## src/rtl/nn_pkg.sv

```systemverilog
// nn_pkg: shared types and helpers for the dense-layer block.
//   state_e    - layer sequencer states
//   sat_w()    - clamp a wide signed value to the signed range of a w-bit word
//   WeightBase - first configuration address of the weight table
//   bias_base  - first configuration address of the bias table
package nn_pkg;

  typedef enum logic [1:0] {
    StIdle,
    StMac,
    StPost,
    StDone
  } state_e;

  // Widest value sat_w() can take; the MAC post stage needs ACC_W+1 bits.
  localparam int unsigned SatW = 64;

  // Weights occupy j*N_IN+i from here; biases follow the whole weight table.
  localparam int unsigned WeightBase = 0;

  function automatic int unsigned bias_base(input int unsigned n_in, input int unsigned n_out);
    return WeightBase + n_in * n_out;
  endfunction

  function automatic logic signed [SatW-1:0] sat_w(input logic signed [SatW-1:0] acc,
                                                   input int unsigned w);
    logic signed [SatW-1:0] hi;
    logic signed [SatW-1:0] lo;
    hi = $signed((64'd1 << (w - 1)) - 64'd1);
    lo = -hi - 64'sd1;
    if (acc > hi) begin
      return hi;
    end else if (acc < lo) begin
      return lo;
    end
    return acc;
  endfunction

endpackage

```

## src/rtl/nn_mac_unit.sv

```systemverilog
// nn_mac_unit: shared multiply-accumulate datapath plus the per-neuron post stage.
//   clk, rst  - clock, synchronous active-high reset
//   i_clr     - clear the accumulator (has priority over i_acc_en)
//   i_acc_en  - add i_w * i_x (full signed product) to the accumulator
//   i_w, i_x  - weight and input element
//   i_bias    - neuron bias, same Q format as the data
//   i_relu    - clamp negative results to zero
//   o_result  - (acc + bias<<FRAC) >>> FRAC, optional ReLU, saturated to W bits
module nn_mac_unit
  import nn_pkg::*;
#(
  parameter int unsigned W     = 16,
  parameter int unsigned FRAC  = 8,
  parameter int unsigned ACC_W = 2 * W + 3
) (
  input  logic         clk,
  input  logic         rst,
  input  logic         i_clr,
  input  logic         i_acc_en,
  input  logic [W-1:0] i_w,
  input  logic [W-1:0] i_x,
  input  logic [W-1:0] i_bias,
  input  logic         i_relu,
  output logic [W-1:0] o_result
);

  logic signed [ACC_W-1:0] r_acc;
  logic signed [2*W-1:0]   w_prod;
  logic signed [ACC_W:0]   w_bias_sh;
  logic signed [ACC_W:0]   w_sum;
  logic signed [ACC_W:0]   w_shr;
  logic signed [ACC_W:0]   w_relu;
  logic signed [SatW-1:0]  w_sat;
  logic                    w_unused_sat;

  assign w_prod = $signed(i_w) * $signed(i_x);

  always_ff @(posedge clk) begin
    if (rst) begin
      r_acc <= '0;
    end else if (i_clr) begin
      r_acc <= '0;
    end else if (i_acc_en) begin
      r_acc <= r_acc + {{(ACC_W - 2 * W){w_prod[2*W-1]}}, w_prod};
    end
  end

  // One extra bit of headroom so adding the aligned bias can never wrap.
  assign w_bias_sh = {{(ACC_W + 1 - W){i_bias[W-1]}}, i_bias} << FRAC;
  assign w_sum     = {r_acc[ACC_W-1], r_acc} + w_bias_sh;
  assign w_shr     = w_sum >>> FRAC;
  assign w_relu    = (i_relu && w_shr[ACC_W]) ? '0 : w_shr;
  assign w_sat     = sat_w(SatW'(w_relu), W);
  assign o_result  = w_sat[W-1:0];

  // Bits above W are pure sign copies after saturation.
  assign w_unused_sat = ^w_sat[SatW-1:W];

endmodule

```

## src/rtl/nn_dense_layer.sv

```systemverilog
// nn_dense_layer: sequential fixed-point fully-connected layer, one MAC shared by all neurons.
//   clk, rst  - clock, synchronous active-high reset
//   start     - evaluate the layer (accepted in IDLE only); relu_en and in_vec captured with it
//   in_vec    - N_IN elements of W bits, element i at [i*W +: W]
//   cfg_we    - config write (IDLE only): weight j*N_IN+i, bias N_IN*N_OUT+j
//   busy      - run in progress (cycle after acceptance through the done cycle)
//   done      - one-cycle pulse, out_vec valid
//   out_vec   - N_OUT results, element j at [j*W +: W]
module nn_dense_layer
  import nn_pkg::*;
#(
  parameter int unsigned W     = 16,
  parameter int unsigned FRAC  = 8,
  parameter int unsigned N_IN  = 4,
  parameter int unsigned N_OUT = 4,
  parameter int unsigned ACC_W = 2 * W + $clog2(N_IN) + 1
) (
  input  logic                                   clk,
  input  logic                                   rst,
  input  logic                                   start,
  input  logic                                   relu_en,
  input  logic [N_IN*W-1:0]                      in_vec,
  input  logic                                   cfg_we,
  input  logic [$clog2(N_IN*N_OUT+N_OUT)-1:0]    cfg_addr,
  input  logic [W-1:0]                           cfg_data,
  output logic                                   busy,
  output logic                                   done,
  output logic [N_OUT*W-1:0]                     out_vec
);

  localparam int unsigned NCfg     = N_IN * N_OUT + N_OUT;
  localparam int unsigned AW       = $clog2(NCfg);
  localparam int unsigned IW       = (N_IN > 1) ? $clog2(N_IN) : 1;
  localparam int unsigned JW       = (N_OUT > 1) ? $clog2(N_OUT) : 1;
  localparam int unsigned BiasBase = bias_base(N_IN, N_OUT);

  state_e         r_state;
  state_e         w_state_d;
  logic [IW-1:0]  r_i;
  logic [JW-1:0]  r_j;
  logic           r_relu;
  logic [W-1:0]   r_x   [N_IN];
  logic [W-1:0]   r_cfg [NCfg];
  // Snapshot of r_cfg taken at acceptance, so IDLE-time writes never disturb a run.
  logic [W-1:0]   r_run [NCfg];
  logic [W-1:0]   r_out [N_OUT];

  logic           w_accept;
  logic           w_last_i;
  logic           w_last_j;
  logic           w_cfg_ok;
  logic [AW-1:0]  w_widx;
  logic [AW-1:0]  w_bidx;
  logic [W-1:0]   w_post;

  assign w_accept = (r_state == StIdle) && start;
  assign w_last_i = (r_i == IW'(N_IN - 1));
  assign w_last_j = (r_j == JW'(N_OUT - 1));
  assign w_cfg_ok = cfg_we && (r_state == StIdle) && (32'(cfg_addr) < NCfg);
  assign w_widx   = AW'(WeightBase + r_j * N_IN + r_i);
  assign w_bidx   = AW'(BiasBase + r_j);

  always_comb begin
    w_state_d = r_state;
    busy      = (r_state != StIdle);
    done      = (r_state == StDone);
    unique case (r_state)
      StIdle:  if (start) w_state_d = StMac;
      StMac:   if (w_last_i) w_state_d = StPost;
      StPost:  w_state_d = w_last_j ? StDone : StMac;
      StDone:  w_state_d = StIdle;
      default: w_state_d = StIdle;
    endcase
  end

  always_ff @(posedge clk) begin
    if (rst) begin
      r_state <= StIdle;
      r_i     <= '0;
      r_j     <= '0;
      r_relu  <= 1'b0;
      for (int k = 0; k < N_IN; k++) r_x[k] <= '0;
      for (int k = 0; k < NCfg; k++) begin
        r_cfg[k] <= '0;
        r_run[k] <= '0;
      end
      for (int k = 0; k < N_OUT; k++) r_out[k] <= '0;
    end else begin
      r_state <= w_state_d;
      if (w_cfg_ok) r_cfg[cfg_addr] <= cfg_data;
      if (w_accept) begin
        r_relu <= relu_en;
        r_i    <= '0;
        r_j    <= '0;
        r_run  <= r_cfg;
        for (int k = 0; k < N_IN; k++) r_x[k] <= in_vec[k*W +: W];
      end
      if (r_state == StMac) r_i <= w_last_i ? '0 : r_i + 1'b1;
      if (r_state == StPost) begin
        r_out[r_j] <= w_post;
        r_j        <= r_j + 1'b1;
        r_i        <= '0;
      end
    end
  end

  nn_mac_unit #(
    .W     (W),
    .FRAC  (FRAC),
    .ACC_W (ACC_W)
  ) u_mac (
    .clk      (clk),
    .rst      (rst),
    .i_clr    (w_accept || (r_state == StPost)),
    .i_acc_en (r_state == StMac),
    .i_w      (r_run[w_widx]),
    .i_x      (r_x[r_i]),
    .i_bias   (r_run[w_bidx]),
    .i_relu   (r_relu),
    .o_result (w_post)
  );

  always_comb begin
    out_vec = '0;
    for (int k = 0; k < N_OUT; k++) out_vec[k*W +: W] = r_out[k];
  end

endmodule

```

## config.mk

```make
export PLATFORM = sky130hd
export DESIGN_NAME = nn_dense_layer
export DESIGN_NICKNAME = d
export VERILOG_FILES = /design/src/rtl/nn_pkg.sv /design/src/rtl/nn_mac_unit.sv /design/src/rtl/nn_dense_layer.sv
export SDC_FILE = /design/constraint.sdc
export NUM_CORES = 2
export LEC_CHECK = 0
export BUFFER_PORTS_ARGS = -buffer_cell sky130_fd_sc_hd__buf_2
export CORE_MARGIN = 4
export CORE_UTILIZATION = 60
export CTS_CLUSTER_DIAMETER = 40
export CTS_CLUSTER_SIZE = 12
export DETAILED_ROUTE_END_ITERATION = 10
export GPL_ROUTABILITY_DRIVEN = 0
export GPL_TIMING_DRIVEN = 0
export PLACE_DENSITY = 0.84
export SYNTH_ARGS = -nofsm -noshare
export SYNTH_HDL_FRONTEND = slang
export SYNTH_SLANG_ARGS = --single-unit
```

## constraint.sdc

```tcl
create_clock -name clk -period 32.8 [get_ports clk]
set_clock_uncertainty 0.2 [all_clocks]
set_input_delay 6.56 -clock clk [delete_from_list [all_inputs] [get_ports clk]]
set_output_delay 6.56 -clock clk [all_outputs]
set_load 0.005 [all_outputs]
```

==> flow_summary.ini <==
[routing]
dr_wl_met2_um = 57800
drtIter0Drc = 4079
wire_per_inst_um = 21.9
routed_wirelength_um = 124000
final_antenna_net_count = 0
drt_first_pass_iters = 8
drc = 0
vias = 34921
wl_met3_um = 13600
wl_met1_um = 44500
vias_per_cell = 6.14
top_layer_used = met5

[final_layout]
area_growth_pct = 11.9
mostFrequentLayoutCells = 861 x nand2_1, 684 x dfxtp_1, 443 x a21oi_1, 369 x inv_1, 322 x a22o_1
num-nets-final = 5181
fill_cells = 5116
postLayoutCoreUtil_pct = 68.1
regArea_um2 = 17500
layout_commonest_cell = nand2_1
multi_input_area_um2 = 22900
stdcell_area_um2 = 48100
drive_above_1_share_pct = 9.52

[synthesis]
synth_top_area_cell = dfxtp_1
synth_compound_area_share_pct = 15.5
synth_fa_ha_area_share_pct = 16.6
synth-xor-area-share_pct = 1.57
synth_area_um2 = 43000
synth_edf_count = 128
yosysWarnings = 0
synth_seq_area_share_pct = 40.8
syn_inst = 4441
synthTopCellsByArea = dfxtp_1 32%, fa_1 12%, edfxtp_1 8.9%, nand2_1 7.5%, a22o_1 6.6%
synth_top_family_by_area = adder cells
synth.distinct_cells = 81
ys_async_sr_fraction_pct = 0
synth_mux_area_share_pct = 6.38
avgSynthCellArea_um2 = 9.67
synth-simple-area-share_pct = 13.3
syn_nets = 4943
synth_top_area_share_pct = 31.9
synthFlopType = dfxtp_1
ys_ff_latch = 812

[worst_setup_path]
crit_required_ns = 33.19
cp_slowest_cell = o21ai_0
crit_path_max_fanout = 10
cp_slowest_stage_delay_ns = 1.04
crit_path_start_kind = flop
timing.rr.end = u_mac.r_acc[33]
reg2reg_slack_ns = 19.14
crit_type = flop to flop
worstReg2RegStart = r_i[0]
endpoint_kind = flop
worstPathArrival_ns = 14.05
rr_worst_depth = 39

[placed_design]
place_ws_ns = 19.30
place_area_um2 = 44800
hpwl_um = 92100
port_buffers = 137

[timing]
slew_viol_final = 0
fin_crit_sh_pct = 41.6
rsz0062_at_grt = false
finalCriticalPeriod_ns = 13.66
setup_tns_ns = 0
worst_slack_ns = 19.14
setup_viol = 0
relSlewSlack_pct = 8.17
worst_pin_slew_ns = 1.36
finalHoldViolations = 0
timing.fmax_mhz = 73.2

[clock_tree]
cts_setup_buffers = 0
postCtsHoldBufs = 0
cts.sinks = 812
htree_levels = 3
cts_tree = built
clk_pin_slew_ns = 0.06
post_cts_resized = 0
cts_buffer_depth = 3
cts-buffers-inserted = 97
clock_latency_ns = 0.66
root_buffer = clkbuf_16

[global_routing]
first_global_vias = 34334
grt_usage_pct = 32.6
grt_max_degree = 49
antenna_found_initial = 7
gr-total-overflow = 0
grt_pass1_wl_um = 192000

[floorplan]
start_util_pct = 60.9
dieHeight_um = 276
rows = 97
die_w_um = 276
io_pins = 156
core_um2 = 70500
die_area_um2 = 75900

[hold_path]
holdPathStages = 2
hold_end = r_cfg[220]
hold_path_startpoint = r_cfg[220]
min_path_type = flop to flop

[power_and_ir_drop]
leakage_nw = 19.6
power_mw = 2.30
peakVddDrop_mv = 0.0459
power_density_nw_per_um2 = 47.8

[status]
status = completed

[job]
maxCapViolations = 0
## metal layers
metal | GRT usage, % | up-vias
met5 | 0 | -
met4 | 18.7 | 6
met3 | 8.41 | 498
met2 | 52.4 | 1958
met1 | 40.2 | 16895
li1 | - | 15564
## stage by stage
stage,cells,hold WS [ns]
2_1_floorplan,4441,0.236
3_3_place_gp,5518,0.241
3_5_place_dp,5519,0.246
4_1_cts,5686,0.248
5_1_grt,5687,0.269
6_report,5689,0.252
## flip-flops by register name, indices dropped and copies added, names as in the netlist, named ones only
| register | flops |
|---|---|
| r_cfg | 320 |
| r_i | 2 |
| r_j | 2 |
| r_out | 64 |
| r_relu | 1 |
| r_run | 320 |
| r_state | 2 |
| r_x | 64 |
| u_mac.r_acc | 35 |
## power breakdown
group	switching, mW	leakage [nW]	total, mW	internal [mW]
clock network	0.437	1.56	1.07	0.633
registers	0.00665	6.86	1.03	1.02
logic	0.140	11.1	0.196	0.0559
total	0.583	19.6	2.30	1.71
## kinds of logic (layout without fill, tap and decap cells)
family                     after synthesis  count (layout)
AOI/OAI and AO/OA                      991             991
xor gates and xnor gates                76              76
adders and majority gates              412             412
buffers and inverters                  655             961
DFF                                    812             812
muxes                                  146             146
other                                    0               2
and+or+nand+nor                       1349            1349
## area by class of cell
cell class              instances  area share [%]
multi-input cells            2974            47.7
flip-flops and latches        812            36.5
well taps                     940            2.45
clock inverters                39           0.940
diodes                          2          0.0104
clock buffers                 128            5.72
repair buffers                139            1.49
inverters                     370            2.89
plain buffers                 285            2.29
## how the worst max path moves through the flow
stage,from,end,slack [ns]
after floorplan,r_i[0],u_mac.r_acc[34],22.38
after CTS,r_i[0],u_mac.r_acc[33],19.21
after detailed placement,r_i[0],u_mac.r_acc[33],19.30
final,r_i[0],u_mac.r_acc[33],19.14
after global routing,r_i[0],u_mac.r_acc[33],18.50
after global placement,r_i[0],u_mac.r_acc[33],19.44
## worst max-delay path, delay by kind of cell, from the launching register on
| family | cells | cell delay [ns] |
|---|---|---|
| simple gates | 6 | 1.18 |
| flops | 1 | 0.34 |
| fa+ha+maj | 8 | 3.34 |
| compound gates | 13 | 4.17 |
| xor+xnor | 1 | 0.17 |
| mux | 2 | 0.97 |
| buf+inv | 9 | 3.19 |
## cells in the mapped netlist (all sizes together), types with 5 or more instances
master	instances
o21ai	69
nand4	10
o21a	13
nand3	31
o21bai	12
xor2	20
or2	11
ha	148
or3	13
nor3	21
a21o	39
edfxtp	128
mux2i	32
and3	19
clkbuf	258
nand2	861
inv	370
nand2b	25
nor2	228
a211o	5
dfxtp	684
nor3b	5
nor4	6
a211oi	15
buf	27
xnor2	56
a21oi	454
mux2	13
nor2b	15
a22o	322
mux4	101
and2	86
o211ai	10
fa	264
a31oi	8
o31ai	6
No activity file was read; power rests on OpenSTA's default activity.
